--- config.mk ---
export PLATFORM = sky130hd
export DESIGN_NAME = priority_demux_dispatch
export DESIGN_NICKNAME = d
export VERILOG_FILES = /design/src/rtl/priority_demux_dispatch.sv
export SDC_FILE = /design/constraint.sdc
export NUM_CORES = 1
export LEC_CHECK = 0
export CORE_MARGIN = 4
export CORE_UTILIZATION = 50
export DETAILED_ROUTE_END_ITERATION = 8
export GPL_ROUTABILITY_DRIVEN = 0
export HOLD_SLACK_MARGIN = 0.06
export MAX_ROUTING_LAYER = met4
export PLACE_DENSITY = 0.84
export SETUP_SLACK_MARGIN = 0.4
export SYNTH_ARGS = -nofsm -noshare
export SYNTH_HDL_FRONTEND = slang
export SYNTH_SLANG_ARGS = --single-unit
--- constraint.sdc ---
create_clock -name i_clk -period 6.4 [get_ports i_clk]
set_clock_uncertainty 0.2 [all_clocks]
set_input_delay 0.64 -clock i_clk [delete_from_list [all_inputs] [get_ports i_clk]]
set_output_delay 0.64 -clock i_clk [all_outputs]
set_load 0.01 [all_outputs]
--- src/rtl/priority_demux_dispatch.sv ---
// Purpose: steer one valid/ready word stream to the lowest-indexed enabled lane; each lane has a one-entry output register.
// Latency: one cycle. A word accepted at edge k is visible on its lane after edge k.
// Backpressure: o_ready is low when no lane is enabled, or when the target lane is full and its consumer is not ready.
module priority_demux_dispatch #(
  parameter int LANES   = 4,
  parameter int WIDTH   = 8,
  parameter int COUNT_W = 16,
  localparam int SEL_W  = $clog2(LANES)
) (
  input  logic                   i_clk,
  input  logic                   i_rst,
  input  logic [WIDTH-1:0]       i_data,
  input  logic                   i_valid,
  output logic                   o_ready,
  input  logic [LANES-1:0]       i_ctrl,
  output logic [LANES*WIDTH-1:0] o_data,
  output logic [LANES-1:0]       o_valid,
  input  logic [LANES-1:0]       i_ready,
  output logic [SEL_W-1:0]       o_sel,
  output logic [COUNT_W-1:0]     o_count
);

  logic             has_target;
  logic [SEL_W-1:0] target;
  logic             accept;

  // Find the lowest set bit of i_ctrl. Scanning downward lets the last hit win.
  always_comb begin
    has_target = 1'b0;
    target     = '0;
    for (int n = LANES - 1; n >= 0; n--) begin
      if (i_ctrl[n]) begin
        has_target = 1'b1;
        target     = SEL_W'(n);
      end
    end
  end

  // A lane can take a word if it is empty, or if its current word drains on this edge.
  // This path depends only on i_ctrl, o_valid and i_ready, never on i_valid or i_data.
  always_comb begin
    o_ready = has_target && (!o_valid[target] || i_ready[target]);
    accept  = i_valid && o_ready;
  end

  // Per-lane output registers. A load on a lane takes precedence over its drain,
  // so a simultaneous drain and load keeps the lane valid.
  always_ff @(posedge i_clk or posedge i_rst) begin
    if (i_rst) begin
      o_data  <= '0;
      o_valid <= '0;
    end else begin
      for (int n = 0; n < LANES; n++) begin
        if (accept && (target == SEL_W'(n))) begin
          o_data[n*WIDTH +: WIDTH] <= i_data;
          o_valid[n]               <= 1'b1;
        end else if (o_valid[n] && i_ready[n]) begin
          o_valid[n] <= 1'b0;
        end
      end
    end
  end

  // Record the lane that took the last word, and count accepts saturating at all-ones.
  always_ff @(posedge i_clk or posedge i_rst) begin
    if (i_rst) begin
      o_sel   <= '0;
      o_count <= '0;
    end else if (accept) begin
      o_sel <= target;
      if (o_count != {COUNT_W{1'b1}}) begin
        o_count <= o_count + COUNT_W'(1);
      end
    end
  end

endmodule

==> results of run 1 <==
[area by class of cell]
type	instances	share of cell area [%]
Multi-Input combinational cell	130	31.0
Clock buffer	6	2.48
Timing Repair Buffer	73	22.0
Sequential cell	54	40.7
Clock inverter	2	0.527
Tap cell	67	2.52
Inverter	7	0.791
[through the flow]
| stage | cells | power [W] | util [%] | worst slack, ps |
|---|---|---|---|---|
| floorplan | 199 | 0.000607 | - | 3720 |
| CTS | 339 | 0.00100 | 69.9 | 2390 |
| finish | 339 | 0.000990 | 69.9 | 2380 |
| global route | 339 | 0.00105 | 69.9 | 2230 |
| global placement | 331 | 0.000791 | 67.8 | 2470 |
| detailed placement | 331 | 0.000801 | 67.8 | 2400 |
[cell families after synthesis]
kind of cell               after synthesis  share of synthesized area [%]
muxes                                   33                           16.4
and+or+nand+nor                         65                           15.1
adders and majority gates                1                          0.509
DFF                                     54                           55.0
xor gates and xnor gates                15                           5.35
buffers and inverters                   15                           3.01
AOI/OAI and AO/OA                       16                           4.69
[report_power, final]
group          internal [W]  switching, W
Combinational      0.000196      0.000124
Sequential         0.000414     0.0000563
Clock             0.0000892      0.000110
Total              0.000699      0.000291
[cells in the final DEF (no fill, tap or decap), drive strengths merged, types with 2 or more instances in the layout]
master	n
xnor2	15
nor4b	2
a21oi	4
nand4	6
nand3	15
inv	7
nor2b	3
nor4	2
dfrtp	54
and3	5
clkbuf	6
o21ai	2
nor3	4
nand4bb	2
clkinv	2
nor2	9
a21o	4
nand2	9
clkdlybuf4s50	73
nor3b	2
mux2	33
[flip-flops by register name (all words and copies together), names as in the netlist]
register and count:
o_valid 4, o_data 32, o_count 16, o_sel 2
[worst max-delay path: stages]
cell	delay [ps]
clkdlybuf4s50_1	660
and4bb_1	270
a211oi_2	270
a211o_1	590
and2_1	220
clkdlybuf4s50_1	530
[routing by layer]
layer / vias up / GRT usage, % / wire (µm)
li1: 848 / - / -
met1: 880 / 26.3 / 2390
met2: 55 / 32.4 / 2770
met3: 4 / 4.70 / 279
met4: 0 / 4.02 / 45
met5: - / - / 0
[path summary, 6_finish.rpt]
| kind | cells after the start | from | to |
|---|---|---|---|
| max in group asynchronous | 2 | i_rst | o_data[31]$_DFFE_PP0P_ |
| hold / removal | 1 | o_data[3]$_DFFE_PP0P_ | o_data[3]$_DFFE_PP0P_ |
| min in group asynchronous | 2 | i_rst | o_data[7]$_DFFE_PP0P_ |
| hold reg to reg | 1 | o_data[3]$_DFFE_PP0P_ | o_data[3]$_DFFE_PP0P_ |
| setup reg to reg | 5 | o_valid[2]$_DFFE_PP0P_ | o_data[26]$_DFFE_PP0P_ |
| setup / recovery | 6 | i_ctrl[0] | o_ready |
==> results.py, run 1 <==
metrics = {
    "status": {
        "status": "finished, final reports clean",
    },
    "power": {
        "p_per_area_nw_per_um2": 298,
        "leakage_nw": 1.39,
        "ir_worst_vdd_mv": 0.219,
    },
    "global_routing": {
        "grt.total_usage_pct": 20.1,
        "grt_max_degree": 55,
        "antenna_found_initial": 0,
        "overflow": 0,
        "grt_pass1_wl_mm": 9.42,
        "first_global_vias": 1831,
    },
    "setup_path": {
        "rrSetupSlack_ps": 3440,
        "worstSetupEndpointType": "output port",
        "crit_fanout": 23,
        "cp.required_ps": 5560,
        "worstSetupPathType": "in2out",
        "worstPathArrival_ps": 3180,
        "worstSetupStartpointType": "primary input",
    },
    "sta": {
        "rsz0062_at_grt": "no",
        "fin_crit_ps": 4020,
        "tns_ps": 0,
        "timing.slew.headroom_pct": 26.2,
        "hold-worst-slack_ps": 295,
        "setup_viol": 0,
        "worst_pin_slew_ps": 1110,
        "post-route-period-util_pct": 62.9,
        "hold_viol_final": 0,
        "fmax_mhz": 249,
        "slew_viol_final": 0,
    },
    "clocking": {
        "cts_resized": 0,
        "clkLatencyLatePin_ps": 300,
        "cts_tree": "built",
        "cts_root_buffer": "clkbuf_8",
        "numCtsBuffers": 5,
        "post_cts_buffers": 0,
        "cts.path.max_buffers": 2,
        "cts_hold_buf": 0,
        "htreeDepth": 2,
        "cts_sinks": 54,
        "clk_pin_slew_worst_paths_ps": 90,
    },
    "logic_synthesis": {
        "yosys-top-cells-count": "dfrtp_1, mux2_1, xnor2_1, nand3_1",
        "synth_nets": 219,
        "ys_seq_area_share_pct": 55.0,
        "dominantRegCellSynth": "dfrtp_1",
        "yosys.area.top_type_share_pct": 55.0,
        "yosysTopAreaCell": "dfrtp_1",
        "ys_types": 38,
        "synth_edf_count": 0,
        "yosysWarnings": 0,
        "syn_area_um2": 2460,
        "syn_inst": 199,
        "yosys-top-cells-area": "dfrtp_1, mux2_1, xnor2_1",
        "async_flop_share_pct": 100,
        "ys_seq_elements": 54,
        "syn_area_per_cell_um2": 12.3,
        "synthMostInstantiatedCell": "dfrtp_1",
    },
    "final_layout": {
        "final_layout_size_suffix_gt1_share_pct": 6.99,
        "syn_to_final_growth_pct": 35.3,
        "antenna_cells": 0,
        "nFillCells": 361,
        "regArea_um2": 1350,
        "multi_input_area_um2": 1030,
        "design_area_um2": 3320,
        "final_nets": 291,
    },
    "placement": {
        "io_buffers": 73,
        "dp_hpwl_mm": 3.95,
        "place_area_um2": 3220,
    },
    "drt": {
        "drc": 0,
        "drt_iter0_drc": 216,
        "ant_nets": 0,
        "wl_per_cell_um": 16.2,
        "dr.pass1.iters": 4,
        "wl_mm": 5.49,
        "routed_via_density": 5.27,
        "vias": 1787,
    },
    "run": {
        "cap_violations": 0,
    },
    "floorplanning": {
        "dieWidth_um": 78.1,
        "initial_core_util_pct": 51.7,
        "fp.dieH_um": 78.1,
        "die_area_um2": 6100,
        "io_pins": 74,
        "core_um2": 4750,
        "num_rows": 25,
    },
    "worst_hold_path": {
        "hold_class": "reg2reg",
    },
}
Power figures use the tool's default switching activity.
==> inputs of run 2 (changes only) <==
--- a/config.mk
+++ b/config.mk
@@ -6,12 +6,12 @@
 export NUM_CORES = 1
 export LEC_CHECK = 0
 export CORE_MARGIN = 4
-export CORE_UTILIZATION = 50
+export CORE_UTILIZATION = 42
 export DETAILED_ROUTE_END_ITERATION = 8
 export GPL_ROUTABILITY_DRIVEN = 0
 export HOLD_SLACK_MARGIN = 0.06
 export MAX_ROUTING_LAYER = met4
-export PLACE_DENSITY = 0.84
+export PLACE_DENSITY = 0.76
 export SETUP_SLACK_MARGIN = 0.4
 export SYNTH_ARGS = -nofsm -noshare
 export SYNTH_HDL_FRONTEND = slang
==> constraint.sdc (replaced) <==
create_clock -name i_clk -period 3.41 [get_ports i_clk]
set_clock_uncertainty 0.2 [all_clocks]
set_input_delay 0.341 -clock i_clk [delete_from_list [all_inputs] [get_ports i_clk]]
set_output_delay 0.341 -clock i_clk [all_outputs]
set_load 0.01 [all_outputs]
==> run 2 against run 1 <==
Net effect: wire length grew 2.9%; register-to-register slack lost 2600 ps; power grew 87%; first-iteration DRC count shrank 67%; setup slack lost 1900 ps; die area grew 17%; via count grew 2.0%; largest power group unchanged; sequential cell count is the same; non-clock buffer count grew 4; design area grew 1.3%; global-route usage shrank 3.4 points; cell count grew 2.7%.
==> results.py, run 2 (same netlist as run 1, synthesis figures left out) <==
metrics = {
    "final_layout": {
        "syn_to_final_growth_pct": 37.1,
        "regMostFlops": "o_data",
        "most-common-layout-cells": "clkdlybuf4s50_1, dfrtp_1, mux2_1",
        "design_area_um2": 3370,
        "nFillCells": 454,
        "largestRegisters": "o_data (32), o_count (16), o_valid (4)",
        "final_layout_size_suffix_gt1_share_pct": 9.06,
        "largest_reg_flops": 32,
        "final_common_cell": "clkdlybuf4s50_1",
        "antenna_cells": 0,
        "stdcell_count": 348,
        "final_nets": 295,
    },
    "setup_path": {
        "rrSetupSlack_ps": 860,
        "crit_top_cell": "clkdlybuf4s50_1",
        "cp.required_ps": 2870,
        "reg2reg_depth": 5,
        "critPathCapture": "o_ready",
        "max_stage_delay_ps": 660,
        "critPathLaunch": "i_ctrl[3]",
        "worstSetupPathType": "in2out",
        "cp_cell_sequence": "clkdlybuf4s50_1 -> nand4bb_1 -> a21o_1 -> a211o_1 -> and2_1 -> clkdlybuf4s50_1",
        "crit_fanout": 8,
        "worstSetupEndpointType": "output port",
        "cp.depth": 6,
        "slowest_stage": "clkdlybuf4s50_1",
        "critical_path_buf_inv_count": 2,
        "worstPathArrival_ps": 2360,
        "path_delay_family": "buffers and inverters",
        "r2r_end": "o_data[30]$_DFFE_PP0P_",
        "rr_startpoint": "o_valid[2]$_DFFE_PP0P_",
        "worstSetupStartpointType": "primary input",
    },
    "clocking": {
        "cts_hold_buf": 0,
        "cts_sinks": 54,
        "cts_root_buffer": "clkbuf_8",
        "post_cts_buffers": 0,
        "cts.path.max_buffers": 2,
        "numCtsBuffers": 5,
        "cts_tree": "built",
        "htreeDepth": 2,
        "clkLatencyLatePin_ps": 300,
        "clk_pin_slew_worst_paths_ps": 90,
        "cts_resized": 0,
    },
    "global_routing": {
        "antenna_found_initial": 0,
        "grt_pass1_wl_mm": 9.14,
        "grt.total_usage_pct": 16.7,
        "grt_max_degree": 37,
        "first_global_vias": 1783,
        "overflow": 0,
    },
    "floorplanning": {
        "num_rows": 27,
        "io_pins": 74,
        "initial_core_util_pct": 44.1,
        "dieWidth_um": 84.5,
        "die_area_um2": 7140,
        "core_um2": 5570,
        "fp.dieH_um": 84.5,
    },
    "run": {
        "cap_violations": 0,
    },
    "drt": {
        "routed_via_density": 5.24,
        "wl_per_cell_um": 16.2,
        "drc": 0,
        "dr.pass1.iters": 4,
        "ant_nets": 0,
        "drt_iter0_drc": 72,
        "vias": 1823,
        "wl_mm": 5.65,
    },
    "sta": {
        "post-route-period-util_pct": 85.0,
        "fmax_mhz": 345,
        "worst_pin_slew_ps": 821,
        "tns_ps": 0,
        "fin_crit_ps": 2900,
        "setup_viol": 0,
        "hold_viol_final": 0,
        "rsz0062_at_grt": "no",
        "timing.slew.headroom_pct": 45.2,
        "slew_viol_final": 0,
    },
    "power": {
        "leakage_nw": 1.43,
        "power.total_w": 0.00185,
        "ir_worst_vdd_mv": 0.278,
        "p_per_area_nw_per_um2": 550,
    },
    "worst_hold_path": {
        "hold_class": "in2async",
    },
    "placement": {
        "dp_hpwl_mm": 4.11,
        "dp_cells": 340,
        "io_buffers": 73,
        "place_area_um2": 3260,
    },
    "status": {
        "status": "finished, final reports clean",
    },
}
run 2: cell count changes in the layout (fill, tap and decap cells not counted), sizes merged:
cell           before  now
buf                 0    4
clkbuf              6    5
clkdlybuf4s50      73   71
clkinvlp            0    1
dlymetal6s2s        0    2
run 2: layout make-up:
type / count / area [µm²] / area share, %
Clock buffer: 5 / 68.8 / 2.04
Clock inverter: 3 / 21.3 / 0.632
Inverter: 7 / 26.3 / 0.780
Multi-Input combinational cell: 130 / 1040 / 31.0
Sequential cell: 54 / 1350 / 40.1
Tap cell: 72 / 90.1 / 2.68
Timing Repair Buffer: 77 / 766 / 22.7
run 2: worst min path at each step:
stage / start / depth (start not counted) / to / slack, ps
CTS: i_rst / 2 / o_count[14]$_DFFE_PP0P_ / 140
detailed placement: o_data[3]$_DFFE_PP0P_ / 1 / o_data[3]$_DFFE_PP0P_ / 280
floorplan: i_ready[2] / 1 / o_valid[2]$_DFFE_PP0P_ / 220
finish: i_rst / 2 / o_count[1]$_DFFE_PP0P_ / 130
global placement: o_data[5]$_DFFE_PP0P_ / 1 / o_data[5]$_DFFE_PP0P_ / 270
global route: i_rst / 2 / o_count[14]$_DFFE_PP0P_ / 180
run 2: power by group:
part / internal [W] / switching, W / total (W)
sequential: 0.000776 / 0.000107 / 0.000883
clock: 0.000145 / 0.000216 / 0.000361
combinational: 0.000373 / 0.000236 / 0.000608
total: 0.00129 / 0.000559 / 0.00185
run 2: per-layer routing:
metal	vias to the layer above	wire length (µm)	track usage, %	share of wire [%]
met3	7	261	2.94	4.6
met4	0	64	5.90	1.1
met5	-	0	-	0
li1	855	-	-	-
met2	52	2760	25.9	49
met1	909	2560	22.0	45
run 2: stage by stage:
step	utilization, %	hold WS (ps)	setup WS, ps
final	60.4	131	512
after global placement	58.5	268	394
after floorplan	-	222	1210
after detailed placement	58.5	278	336
after global routing	60.4	185	428
after CTS	60.1	142	425
==> inputs of run 3 (changes only) <==
==> constraint.sdc (replaced) <==
create_clock -name i_clk -period 2.6 [get_ports i_clk]
set_clock_uncertainty 0.2 [all_clocks]
set_input_delay 0.26 -clock i_clk [delete_from_list [all_inputs] [get_ports i_clk]]
set_output_delay 0.26 -clock i_clk [all_outputs]
set_load 0.01 [all_outputs]
==> run 3 against run 2 <==
Net effect: non-clock buffer count grew 16; first-iteration DRC count grew 67%; utilization grew 3.5 points; power grew 33%; setup slack lost 28 ps; sequential power grew 31%; clock-buffer cell count is the same; hold slack lost 62 ps; design area grew 5.8%; combinational power grew 38%; largest power group unchanged; highest routed layer unchanged.
==> results.py, run 3 (same netlist as run 1, synthesis figures left out) <==
metrics = {
    "global_routing": {
        "grt_pass1_wl_mm": 9.92,
        "antenna_found_initial": 0,
        "grt.total_usage_pct": 17.8,
        "grt_max_degree": 35,
        "first_global_vias": 2004,
        "overflow": 0,
    },
    "final_layout": {
        "largestRegisters": "o_data (32), o_count (16), o_valid (4)",
        "final_layout_size_suffix_gt1_share_pct": 16.7,
        "syn_to_final_growth_pct": 45.0,
        "regMostFlops": "o_data",
        "regArea_um2": 1350,
        "most-common-layout-cells": "clkdlybuf4s50_1, dfrtp_1, mux2_1",
        "stdcell_count": 365,
        "design_area_um2": 3560,
        "multi_input_area_um2": 1090,
        "final_util_pct": 63.9,
        "antenna_cells": 0,
        "largest_reg_flops": 32,
        "final_nets": 312,
        "final_common_cell": "clkdlybuf4s50_1",
        "nFillCells": 455,
    },
    "setup_path": {
        "max_stage_delay_ps": 380,
        "crit_fanout": 9,
        "r2r_end": "o_data[11]$_DFFE_PP0P_",
        "cp_cell_sequence": "nor4b_2 -> a211oi_2 -> a211o_1 -> buf_4 -> and3_4 -> buf_12 -> mux2_4",
        "rr_startpoint": "o_valid[0]$_DFFE_PP0P_",
        "worstPathArrival_ps": 2120,
        "cp.required_ps": 2600,
        "worstSetupEndpointType": "flop",
        "rrSetupSlack_ps": 480,
        "reg2reg_depth": 7,
        "worstSetupStartpointType": "flop",
        "slowest_stage": "dfrtp_1",
        "worstSetupPathType": "reg2reg",
    },
    "sta": {
        "setup_viol": 0,
        "slew_viol_final": 0,
        "fmax_mhz": 473,
        "fin_crit_ps": 2120,
        "timing.slew.headroom_pct": 64.7,
        "hold_viol_final": 0,
        "rsz0062_at_grt": "no",
        "worst_pin_slew_ps": 528,
        "post-route-period-util_pct": 81.4,
    },
    "drt": {
        "vias": 1897,
        "wl_met2_mm": 2.89,
        "routed-wl-met3_um": 223,
        "drt-met1-wl_mm": 2.64,
        "drc": 0,
        "wl_mm": 5.82,
        "routed_via_density": 5.20,
        "wl_per_cell_um": 16.0,
        "top_layer": "met4",
        "ant_nets": 0,
        "dr.pass1.iters": 4,
        "drt_iter0_drc": 120,
    },
    "floorplanning": {
        "fp.dieH_um": 84.5,
        "num_rows": 27,
        "initial_core_util_pct": 44.1,
        "dieWidth_um": 84.5,
        "die_area_um2": 7140,
        "core_um2": 5570,
        "io_pins": 74,
    },
    "clocking": {
        "clkLatencyLatePin_ps": 310,
        "cts_root_buffer": "clkbuf_8",
        "clk_pin_slew_worst_paths_ps": 100,
        "cts_sinks": 54,
        "numCtsBuffers": 5,
        "cts_tree": "built",
        "cts.path.max_buffers": 2,
        "htreeDepth": 2,
    },
    "placement": {
        "dp_hpwl_mm": 4.17,
        "io_buffers": 73,
        "dp_cells": 352,
        "place_area_um2": 3390,
    },
    "power": {
        "p_per_area_nw_per_um2": 693,
        "ir_worst_vdd_mv": 0.457,
        "leakage_nw": 1.53,
    },
    "worst_hold_path": {
        "hold_class": "in2async",
    },
    "status": {
        "status": "finished, final reports clean",
    },
    "run": {
        "cap_violations": 0,
    },
}
## run 3: how the worst max path moves through the flow
stage,depth (start not counted),from,endpoint
floorplan,6,o_count[0]$_DFFE_PP0P_,o_count[1]$_DFFE_PP0P_
global placement,6,i_ctrl[1],o_ready
detailed placement,6,i_ctrl[1],o_ready
CTS,6,i_ready[0],o_ready
global route,7,o_valid[2]$_DFFE_PP0P_,o_data[23]$_DFFE_PP0P_
finish,7,o_valid[0]$_DFFE_PP0P_,o_data[11]$_DFFE_PP0P_
## run 3: layout make-up
| type | count | share of cell area (%) |
|---|---|---|
| clock buffer | 5 | 1.93 |
| timing repair buffer | 93 | 25.6 |
| clock inverter | 3 | 0.597 |
| tap | 72 | 2.53 |
| inverter | 7 | 0.738 |
| multi-input combinational | 131 | 30.6 |
| sequential | 54 | 37.9 |
## run 3: what timing repair did
item                                    4_1_cts  5_1_grt
hold buffers                                  0        1
gates cloned                                  1        0
endpoints found under the setup margin       35       26
pin swaps                                     3        3
endpoints found under the hold margin         0        1
setup buffers                                 1        2
gates resized for setup                      11       13
## run 3: where the power goes
part           internal [W]  total [W]  leakage (nW)  switching, W
clock network      0.000190   0.000474        0.0441      0.000284
logic              0.000517   0.000837         0.824      0.000320
registers           0.00102    0.00116         0.666      0.000140
## run 3: worst max-delay path: cells and delay by family (launching register included)
family / cells / cell delay (ps)
compound gates: 2 / 420
buf+inv: 2 / 300
flops: 1 / 380
mux: 1 / 300
simple gates: 2 / 410
## run 3: metrics by stage
step	hold slack (ps)	worst slack (ps)	power [W]	TNS, ps
finish	69.1	485	0.00247	0
floorplan	141	404	0.00149	0
global placement	268	-113	0.00198	-649
global route	92.9	404	0.00261	0
CTS	85.0	331	0.00248	0
detailed placement	278	-144	0.00200	-1830
## run 3: routing by layer
layer | up-vias | GRT usage (%)
li1 | 893 | -
met1 | 947 | 23.5
met2 | 50 | 27.8
met3 | 7 | 3.43
met4 | 0 | 5.61
met5 | - | -
